--- config.mk ---
export PLATFORM = sky130hd
export DESIGN_NAME = cla_pipe_adder
export DESIGN_NICKNAME = d
export VERILOG_FILES = /design/src/rtl/cla_pkg.sv /design/src/rtl/cla_group4.sv /design/src/rtl/cla_pipe_adder.sv
export SDC_FILE = /design/constraint.sdc
export NUM_CORES = 1
export LEC_CHECK = 0
export BUFFER_PORTS_ARGS = -buffer_cell sky130_fd_sc_hd__clkbuf_2
export CORE_MARGIN = 8
export CORE_UTILIZATION = 50
export CTS_CLUSTER_DIAMETER = 150
export DETAILED_ROUTE_END_ITERATION = 10
export PLACE_DENSITY = 0.7
export SYNTH_ARGS = -nofsm -noshare
export SYNTH_HDL_FRONTEND = slang
export SYNTH_SLANG_ARGS = --single-unit
--- constraint.sdc ---
create_clock -name clk -period 3.24 [get_ports clk]
set_input_delay 0.486 -clock clk [delete_from_list [all_inputs] [get_ports clk]]
set_output_delay 0.486 -clock clk [all_outputs]
set_load 0.005 [all_outputs]
--- src/rtl/cla_pkg.sv ---
// Shared constants and helpers for the pipelined carry-lookahead adder.
// Group generate/propagate reduction and the WIDTH divisibility check live here.
package cla_pkg;

  localparam int GROUP_W = 4;

  typedef struct packed {
    logic gg;
    logic gp;
  } grp_gp_t;

  // Collapse per-bit generate/propagate of one 4-bit group into group GG/GP.
  function automatic grp_gp_t group_gp(input logic [GROUP_W-1:0] g,
                                       input logic [GROUP_W-1:0] p);
    grp_gp_t r;
    r.gp = &p;
    r.gg = g[3] | (p[3] & g[2]) | (p[3] & p[2] & g[1]) | (p[3] & p[2] & p[1] & g[0]);
    return r;
  endfunction

  function automatic bit width_ok(input int width, input int groups_per_stage);
    return (groups_per_stage > 0) && (width > 0) &&
           ((width % (GROUP_W * groups_per_stage)) == 0);
  endfunction

endpackage

--- src/rtl/cla_group4.sv ---
// Combinational 4-bit carry-lookahead group: slice sum plus group generate/propagate.
module cla_group4
  import cla_pkg::*;
(
  input  logic [GROUP_W-1:0] a,
  input  logic [GROUP_W-1:0] b,
  input  logic               cin,
  output logic [GROUP_W-1:0] sum,
  output logic               gg,
  output logic               gp
);

  logic [GROUP_W-1:0] g;
  logic [GROUP_W-1:0] p;
  logic [GROUP_W-1:0] c;
  grp_gp_t            ggp;

  always_comb begin
    g    = a & b;
    p    = a ^ b;
    c[0] = cin;
    c[1] = g[0] | (p[0] & cin);
    c[2] = g[1] | (p[1] & g[0]) | (p[1] & p[0] & cin);
    c[3] = g[2] | (p[2] & g[1]) | (p[2] & p[1] & g[0]) | (p[2] & p[1] & p[0] & cin);
    sum  = p ^ c;
    ggp  = group_gp(g, p);
    gg   = ggp.gg;
    gp   = ggp.gp;
  end

endmodule

--- src/rtl/cla_pipe_adder.sv ---
// Pipelined carry-lookahead adder/subtractor, one slice of GROUPS_PER_STAGE groups per stage.
// Optional CLA_PIPE_FLAGS_EN adds registered signed-overflow and zero flags.
module cla_pipe_adder
  import cla_pkg::*;
#(
  parameter int WIDTH            = 32,
  parameter int GROUPS_PER_STAGE = 2
) (
  input  logic             clk,
  input  logic             rst_n,
  input  logic             in_valid,
  output logic             in_ready,
  input  logic [WIDTH-1:0] in_a,
  input  logic [WIDTH-1:0] in_b,
  input  logic             in_cin,
  input  logic             in_sub,
  output logic             out_valid,
  input  logic             out_ready,
  output logic [WIDTH-1:0] out_sum,
`ifdef CLA_PIPE_FLAGS_EN
  output logic             out_ovf,
  output logic             out_zero,
`endif
  output logic             out_cout
);

  localparam int SLICE_W  = GROUP_W * GROUPS_PER_STAGE;
  localparam int STAGES   = WIDTH / SLICE_W;
  localparam int OP_DEPTH = (STAGES > 1) ? STAGES - 1 : 1;

  if (!width_ok(WIDTH, GROUPS_PER_STAGE)) begin : g_bad_width
    $error("cla_pipe_adder: WIDTH must be a multiple of 4*GROUPS_PER_STAGE");
  end

  // Handshake: a beat moves on an edge where valid & ready are both high. The whole
  // pipe advances together (adv), so in_ready is simply "output slot free or draining".
  logic             adv;
  logic [WIDTH-1:0] b_eff;
  logic             c_eff;

  always_comb begin
    adv      = !out_valid || out_ready;
    in_ready = adv;
    b_eff    = in_sub ? ~in_b : in_b;
    c_eff    = in_sub ? 1'b1 : in_cin;
  end

  logic             vld_d [STAGES];
  logic             vld_q [STAGES];
  logic             cy_d  [STAGES];
  logic             cy_q  [STAGES];
  logic [WIDTH-1:0] s_d   [STAGES];
  logic [WIDTH-1:0] s_q   [STAGES];
  logic [WIDTH-1:0] a_d   [OP_DEPTH];
  logic [WIDTH-1:0] a_q   [OP_DEPTH];
  logic [WIDTH-1:0] b_d   [OP_DEPTH];
  logic [WIDTH-1:0] b_q   [OP_DEPTH];

`ifdef CLA_PIPE_FLAGS_EN
  logic ovf_d;
  logic ovf_q;
  logic zero_d;
  logic zero_q;
`endif

  for (genvar k = 0; k < STAGES; k++) begin : g_stage
    logic [WIDTH-1:0]            a_src;
    logic [WIDTH-1:0]            b_src;
    logic [WIDTH-1:0]            s_src;
    logic                        c_src;
    logic                        v_src;
    logic [GROUPS_PER_STAGE-1:0] gg;
    logic [GROUPS_PER_STAGE-1:0] gp;
    logic [GROUPS_PER_STAGE:0]   gc;
    logic                        c_run;
    logic [SLICE_W-1:0]          slice_sum;
    logic [WIDTH-1:0]            s_nxt;

    if (k == 0) begin : g_head
      assign a_src = in_a;
      assign b_src = b_eff;
      assign s_src = '0;
      assign c_src = c_eff;
      assign v_src = in_valid;
    end else begin : g_tail
      assign a_src = a_q[k-1];
      assign b_src = b_q[k-1];
      assign s_src = s_q[k-1];
      assign c_src = cy_q[k-1];
      assign v_src = vld_q[k-1];
    end

    for (genvar j = 0; j < GROUPS_PER_STAGE; j++) begin : g_grp
      cla_group4 u_grp (
        .a   (a_src[k*SLICE_W + j*GROUP_W +: GROUP_W]),
        .b   (b_src[k*SLICE_W + j*GROUP_W +: GROUP_W]),
        .cin (gc[j]),
        .sum (slice_sum[j*GROUP_W +: GROUP_W]),
        .gg  (gg[j]),
        .gp  (gp[j])
      );
    end

    // Group carries come only from GG/GP and the stage carry-in, never from group sums.
    always_comb begin
      c_run = c_src;
      gc    = '0;
      gc[0] = c_src;
      for (int j = 0; j < GROUPS_PER_STAGE; j++) begin
        c_run   = gg[j] | (gp[j] & c_run);
        gc[j+1] = c_run;
      end
    end

    always_comb begin
      s_nxt                       = s_src;
      s_nxt[k*SLICE_W +: SLICE_W] = slice_sum;
    end

    assign vld_d[k] = v_src;
    assign cy_d[k]  = gc[GROUPS_PER_STAGE];
    assign s_d[k]   = s_nxt;

    if (k < STAGES - 1) begin : g_ops
      assign a_d[k] = a_src;
      assign b_d[k] = b_src;
    end

`ifdef CLA_PIPE_FLAGS_EN
    if (k == STAGES - 1) begin : g_last
      assign ovf_d  = (a_src[WIDTH-1] == b_src[WIDTH-1]) && (s_nxt[WIDTH-1] != a_src[WIDTH-1]);
      assign zero_d = ~|s_nxt;
    end
`endif
  end

  always_ff @(posedge clk or negedge rst_n) begin
    if (!rst_n) begin
      for (int k = 0; k < STAGES; k++) begin
        vld_q[k] <= 1'b0;
        cy_q[k]  <= 1'b0;
        s_q[k]   <= '0;
      end
      for (int k = 0; k < STAGES - 1; k++) begin
        a_q[k] <= '0;
        b_q[k] <= '0;
      end
    end else if (adv) begin
      for (int k = 0; k < STAGES; k++) begin
        vld_q[k] <= vld_d[k];
        cy_q[k]  <= cy_d[k];
        s_q[k]   <= s_d[k];
      end
      for (int k = 0; k < STAGES - 1; k++) begin
        a_q[k] <= a_d[k];
        b_q[k] <= b_d[k];
      end
    end
  end

`ifdef CLA_PIPE_FLAGS_EN
  always_ff @(posedge clk or negedge rst_n) begin
    if (!rst_n) begin
      ovf_q  <= 1'b0;
      zero_q <= 1'b0;
    end else if (adv) begin
      ovf_q  <= ovf_d;
      zero_q <= zero_d;
    end
  end

  assign out_ovf  = ovf_q;
  assign out_zero = zero_q;
`endif

  assign out_valid = vld_q[STAGES-1];
  assign out_sum   = s_q[STAGES-1];
  assign out_cout  = cy_q[STAGES-1];

endmodule

=== Word-level counts from Yosys, hierarchy flattened ===
Cells that the tools add are included.
W data, S select, Z words.

* Input port bits: 70
* Output and inout bits: 35
* Flip-flop bits (word level): 280

* Multiplexer cells: 2
* Bitwise operators: 225
* Reductions and logical operators: 10

{| class="wikitable"
|+ Operators with widths
! operator !! count
|-
| $and A1 B1 Y1 || 120
|-
| $or A1 B1 Y1 || 80
|-
| $xor A4 B4 Y4 || 16
|-
| $and A4 B4 Y4 || 8
|-
| $mux W32 || 1
|-
| $not A32 Y32 || 1
|-
| $reduce_and A4 Y1 || 8
|-
| $logic_not A1 Y1 || 1
|-
| $logic_or A1 B1 Y1 || 1
|-
| $mux W1 || 1
|}

=== Depth between registers and ports, before layout ===
* Depth in word-level cells: 11
* Depth in mapped cells: 11
* Depth with buffers taken out: 9

=== Hierarchy ===
Synthesis repeated with hierarchy kept, for this count alone.

* Cell total of the unflattened synthesis: 971
* Area total of the unflattened synthesis: 8719.6 um2

{| class="wikitable"
|+ Modules (own cells, without submodules)
! module !! cells an instance !! area an instance (um2) !! instances !! seq. area each (um2)
|-
| cla_pipe_adder || 795 || 7258.2 || 1 || 4604.4
|-
| cla_group4 || 22 || 182.7 || 8 || 0.0
|}

=== Least setup slack after synthesis ===
No wires, ideal clock.

* Path kind: input port to flip-flop
* Start: input in_sub
* End: register s_q (netlist bit g_stage[1].s_src[4])
* Buffers on the path: 2
* Arrival: 2.463 ns
* Setup slack: 0.700 ns
* Stages on the path: 10
* Cell sequence: buf_2 > buf_2 > xor2_1 > ha_1 > o21a_1 > o2bb2ai_2 > nor2b_1 > nor2_1 > fa_1 > a21oi_1

* Word-level cells in the longest chain between the ends: 8
* Elaborated cells on any way between the ends: 17

{| class="wikitable"
|+ RTL lines
! item !! RTL line !! source
|-
| start: declaration || cla_pipe_adder.sv:16 || <nowiki>input logic in_sub,</nowiki>
|-
| $mux W32 || cla_pipe_adder.sv:44 || <nowiki>b_eff = in_sub ? ~in_b : in_b;</nowiki>
|-
| $xor A4 B4 Y4 or $and A4 B4 Y4 (tied branches) || cla_group4.sv:20, cla_group4.sv:19 ||
|-
| $and A1 B1 Y1 || cla_pkg.sv:17 || <nowiki>r.gg = g[3] | (p[3] & g[2]) | (p[3] & p[2] & g[1]) | (p[3] & p[2] & p[1] & g[0]);</nowiki>
|-
| $or A1 B1 Y1 or $and A1 B1 Y1 (tied branches) (2 in series) || cla_pkg.sv:17 ||
|-
| $or A1 B1 Y1 || cla_pkg.sv:17 ||
|-
| $or A1 B1 Y1 || cla_pipe_adder.sv:110 || <nowiki>c_run = gg[j] | (gp[j] & c_run);</nowiki>
|-
| $xor A4 B4 Y4 * || cla_group4.sv:25 || <nowiki>sum = p ^ c;</nowiki>
|-
| end signal: indexed assignment || cla_pipe_adder.sv:152 || <nowiki>s_q[k] <= s_d[k];</nowiki>
|-
| end: declaration || cla_pipe_adder.sv:53 || <nowiki>logic [WIDTH-1:0] s_q [STAGES];</nowiki>
|}

Every way passes the cells marked *; elsewhere a longest branch is shown, timed or not.
A chain may end at the register's enable or synchronous reset.

=== Worst setup path in the final report ===
Ends and elaborated chain as after synthesis.

==> impl_results.md <==
* Tcrit/Tclk final at about two thirds
* Distinct cells, synth at 33
* Clock power share at about a fifth
* Combinational Power Share at a little over a third
* CTS Sinks at around 180
* GRT Overall Usage at between 15 and 20%
* Pwr dens at between 900 and 1000 nW/µm²
* Sw Share at roughly 36%
* Worst-path maximum fanout at 11
* Vias in the first global route at approximately 5,700
* Largest area contributor in the netlist: dfrtp_1
* N_diodes at 0
* WL final at approximately 16 mm
* DP Wirelength at approximately 11 mm
* Area grow syn2layout at 14.8%
* Area contributors post-synth: dfrtp_1 (56%), nand2_1 (19%), ha_1 (4.8%)
* Least-Margin Pin Slew at just under 0.8 ns
* Post-Synthesis Cells at 890
* Final min period at around 2.2 ns
* Hold crit path type: in -> async
* Total number of vias at between 5,000 and 6,000
* Post-Syn Area at 8260 µm²
* Antenna viol nets, final at 0
* Worst Slack Setup Final at ~1.1 ns
* Clock transition at path regs at approximately 0.070 ns
* Initial Util at about half
* Fillers at 1,538
* CTS H-tree lvls at 4
* Largest net degree at the start of global routing at about 200
* Root Driver: clkbuf_16
* CORE AREA at about 16,000 µm²
* Global placement routability congestion at 0.802
* Vias per inst at between 4 and 5
* DRC viols at 0
* Final #Nets at 1,088
* P_sw at 3230 µW
* Setup TNS at 0 ns
* Core Rows at between 40 and 50
* R2R cell count at 8
* RSZ-0062 raised after global routing: false
* Maximum VDD drop at approximately 1200 µV
* Reg power frac at between 40% and 50%
* IO Port Bufs at about 100
* Vert. Die Dim at about 140 µm
* CTS tree: done
* Post-synth net total at 1,000
* CP Class: in -> reg
* Leak Pwr at between 0.004 and 0.005 µW
* Congestion Overflow GR at 0
* Fmax at 0.460 GHz
* Initial DRC count at approximately 340
* Clk_lat worst skew at roughly 0.43 ns
* Syn. warnings at 0
* CP arrival at approximately 2.5 ns
* Slew Limit Fails at 0
* Fraction of layout cells with a size suffix above 1 at 15.3%
* Top cell type's share of synthesized area at between 50 and 60%
* Tot Pwr at around 9000 µW
* PostCTS Resize Cnt at 0
* Seq/Total Area, Yosys at 55.7%
* Final setup fails at 0
* First-pass GRT wire length at around 27 mm
* Startpoint types: input port
* Place WS at between 0.6 and 0.7 ns
* Cell Int Power at roughly 5800 µW
* # IOs at between 100 and 150
* Yosys reg bits at 184
* Fin. Hold Viols at 0
* # hold bufs at CTS at 0
* CP endpoint kind: register
* Status: completed
* Post-CTS Setup Repair Bufs at 0
* DRT Pass-1 Iters at 6
* Die ar. at around 21,000 µm²
* Setup Skew at 0.0137 ns
* Relative slew margins at 47.7%
* Initial antenna violation count at 0
* CTS Buf Count at 17
* Worst Path Required at ~3.6 ns
* DR WL/cell at ~13 µm
* Chip width at between 100 and 150 µm
* Maximum root-to-sink buffer count at 2
* Synthesized area per cell at 9.29 µm²
* Max_cap viols at 0
==> metal layers <==
| layer | share of wire, % | GRT usage (%) | up-vias |
|---|---|---|---|
| li1 | - | - | 2994 |
| met1 | 53 | 23.8 | 2604 |
| met2 | 42 | 22.8 | 90 |
| met3 | 3.1 | 3.37 | 12 |
| met4 | 1.3 | 6.52 | 0 |
| met5 | 0 | 0 | - |
==> cell type report <==
type	count	area, µm²	area share, %
clock buffer	21	450	4.75
clock inverter	8	76.3	0.804
inverter	16	62.6	0.659
multi-input combinational	646	3390	35.7
sequential	184	4600	48.5
tap	220	275	2.90
timing repair buffer	113	634	6.69
==> power groups by stage <==
stage | clock network, µW | logic, µW | registers (µW)
global route | 2030 | 3720 | 4060
global placement | 0 | 3160 | 3940
CTS | 1940 | 3260 | 3940
floorplan | 0 | 2390 | 3830
detailed placement | 0 | 3250 | 3970
finish | 1890 | 3190 | 3930
==> stage by stage <==
stage                     hold WS (ns)  utilization [%]  cells  cell area (µm²)
after CTS                        0.130             58.0   1208             9490
after detailed placement         0.454             54.8   1179             8960
after floorplan                  0.190                -    890             8260
final                           0.0999             58.0   1208             9490
after global routing             0.153             58.0   1208             9490
after global placement           0.449             54.8   1179             8960
==> state kept, by name, indices dropped and copies added (netlist names) <==
signal         count
g_stage.a_src     48
g_stage.b_src     48
g_stage.s_src     48
out_sum           32
g_stage.c_src      3
g_stage.v_src      3
out_cout           1
out_valid          1
==> critical path: stages <==
cell and delay, ns:
clkbuf_2 0.23, xor2_1 0.22, ha_1 0.34, o21a_1 0.22
o2bb2ai_2 0.25, nor2b_1 0.08, nor2_1 0.13, fa_1 0.43
a21oi_1 0.13
==> synthesized netlist by cell type (all sizes together) <==
cell type and n:
clkbuf 9, o21ai 54, a31oi 3, nor3 4
nor2 24, nor4 3, a21boi 1, nand3 1
nand2b 4, nand2 415, nor2b 2, dfrtp 184
a21oi 16, o31ai 3, xor2 17, fa 8
o21bai 3, o21a 3, a211oi 7, inv 16
ha 32, buf 35, mux2 3, a21o 4
o221ai 1, o2bb2ai 1, nand4 1, xnor2 36
==> cell usage in the layout (no fill, tap or decap), types with 15 or more instances in the layout <==
master,instances
dfrtp_1,184
xnor2_1,36
ha_1,32
nor2_1,24
clkbuf_16,17
clkbuf_2,103
a21oi_1,16
nand2_1,415
inv_1,15
o21ai_0,46
xor2_1,17
==> cells by family after synthesis <==
| group | count (synthesis) | share of synthesized area [%] |
|---|---|---|
| xor gates and xnor gates | 53 | 5.62 |
| AOI/OAI and AO/OA | 96 | 6.92 |
| buffers and inverters | 60 | 3.38 |
| adders and majority gates | 40 | 6.78 |
| muxes | 3 | 0.409 |
| DFF | 184 | 55.7 |
| and+or+nand+nor | 454 | 21.2 |
==> path summary, 6_finish.rpt <==
path / start / end / slack [ns]
setup / recovery: in_sub / g_stage[1].s_src[4] / 1.07
hold / removal: rst_n / g_stage[1].a_src[27] / 0.1
setup reg to reg: g_stage[1].a_src[9] / g_stage[2].s_src[13] / 1.12
hold reg to reg: out_sum[28] / out_sum[28] / 0.46
max in group asynchronous: rst_n / out_sum[1] / 2.33
min in group clk: in_a[19] / g_stage[1].a_src[19] / 0.25
Note: power is estimated with default switching activity, not from simulation.
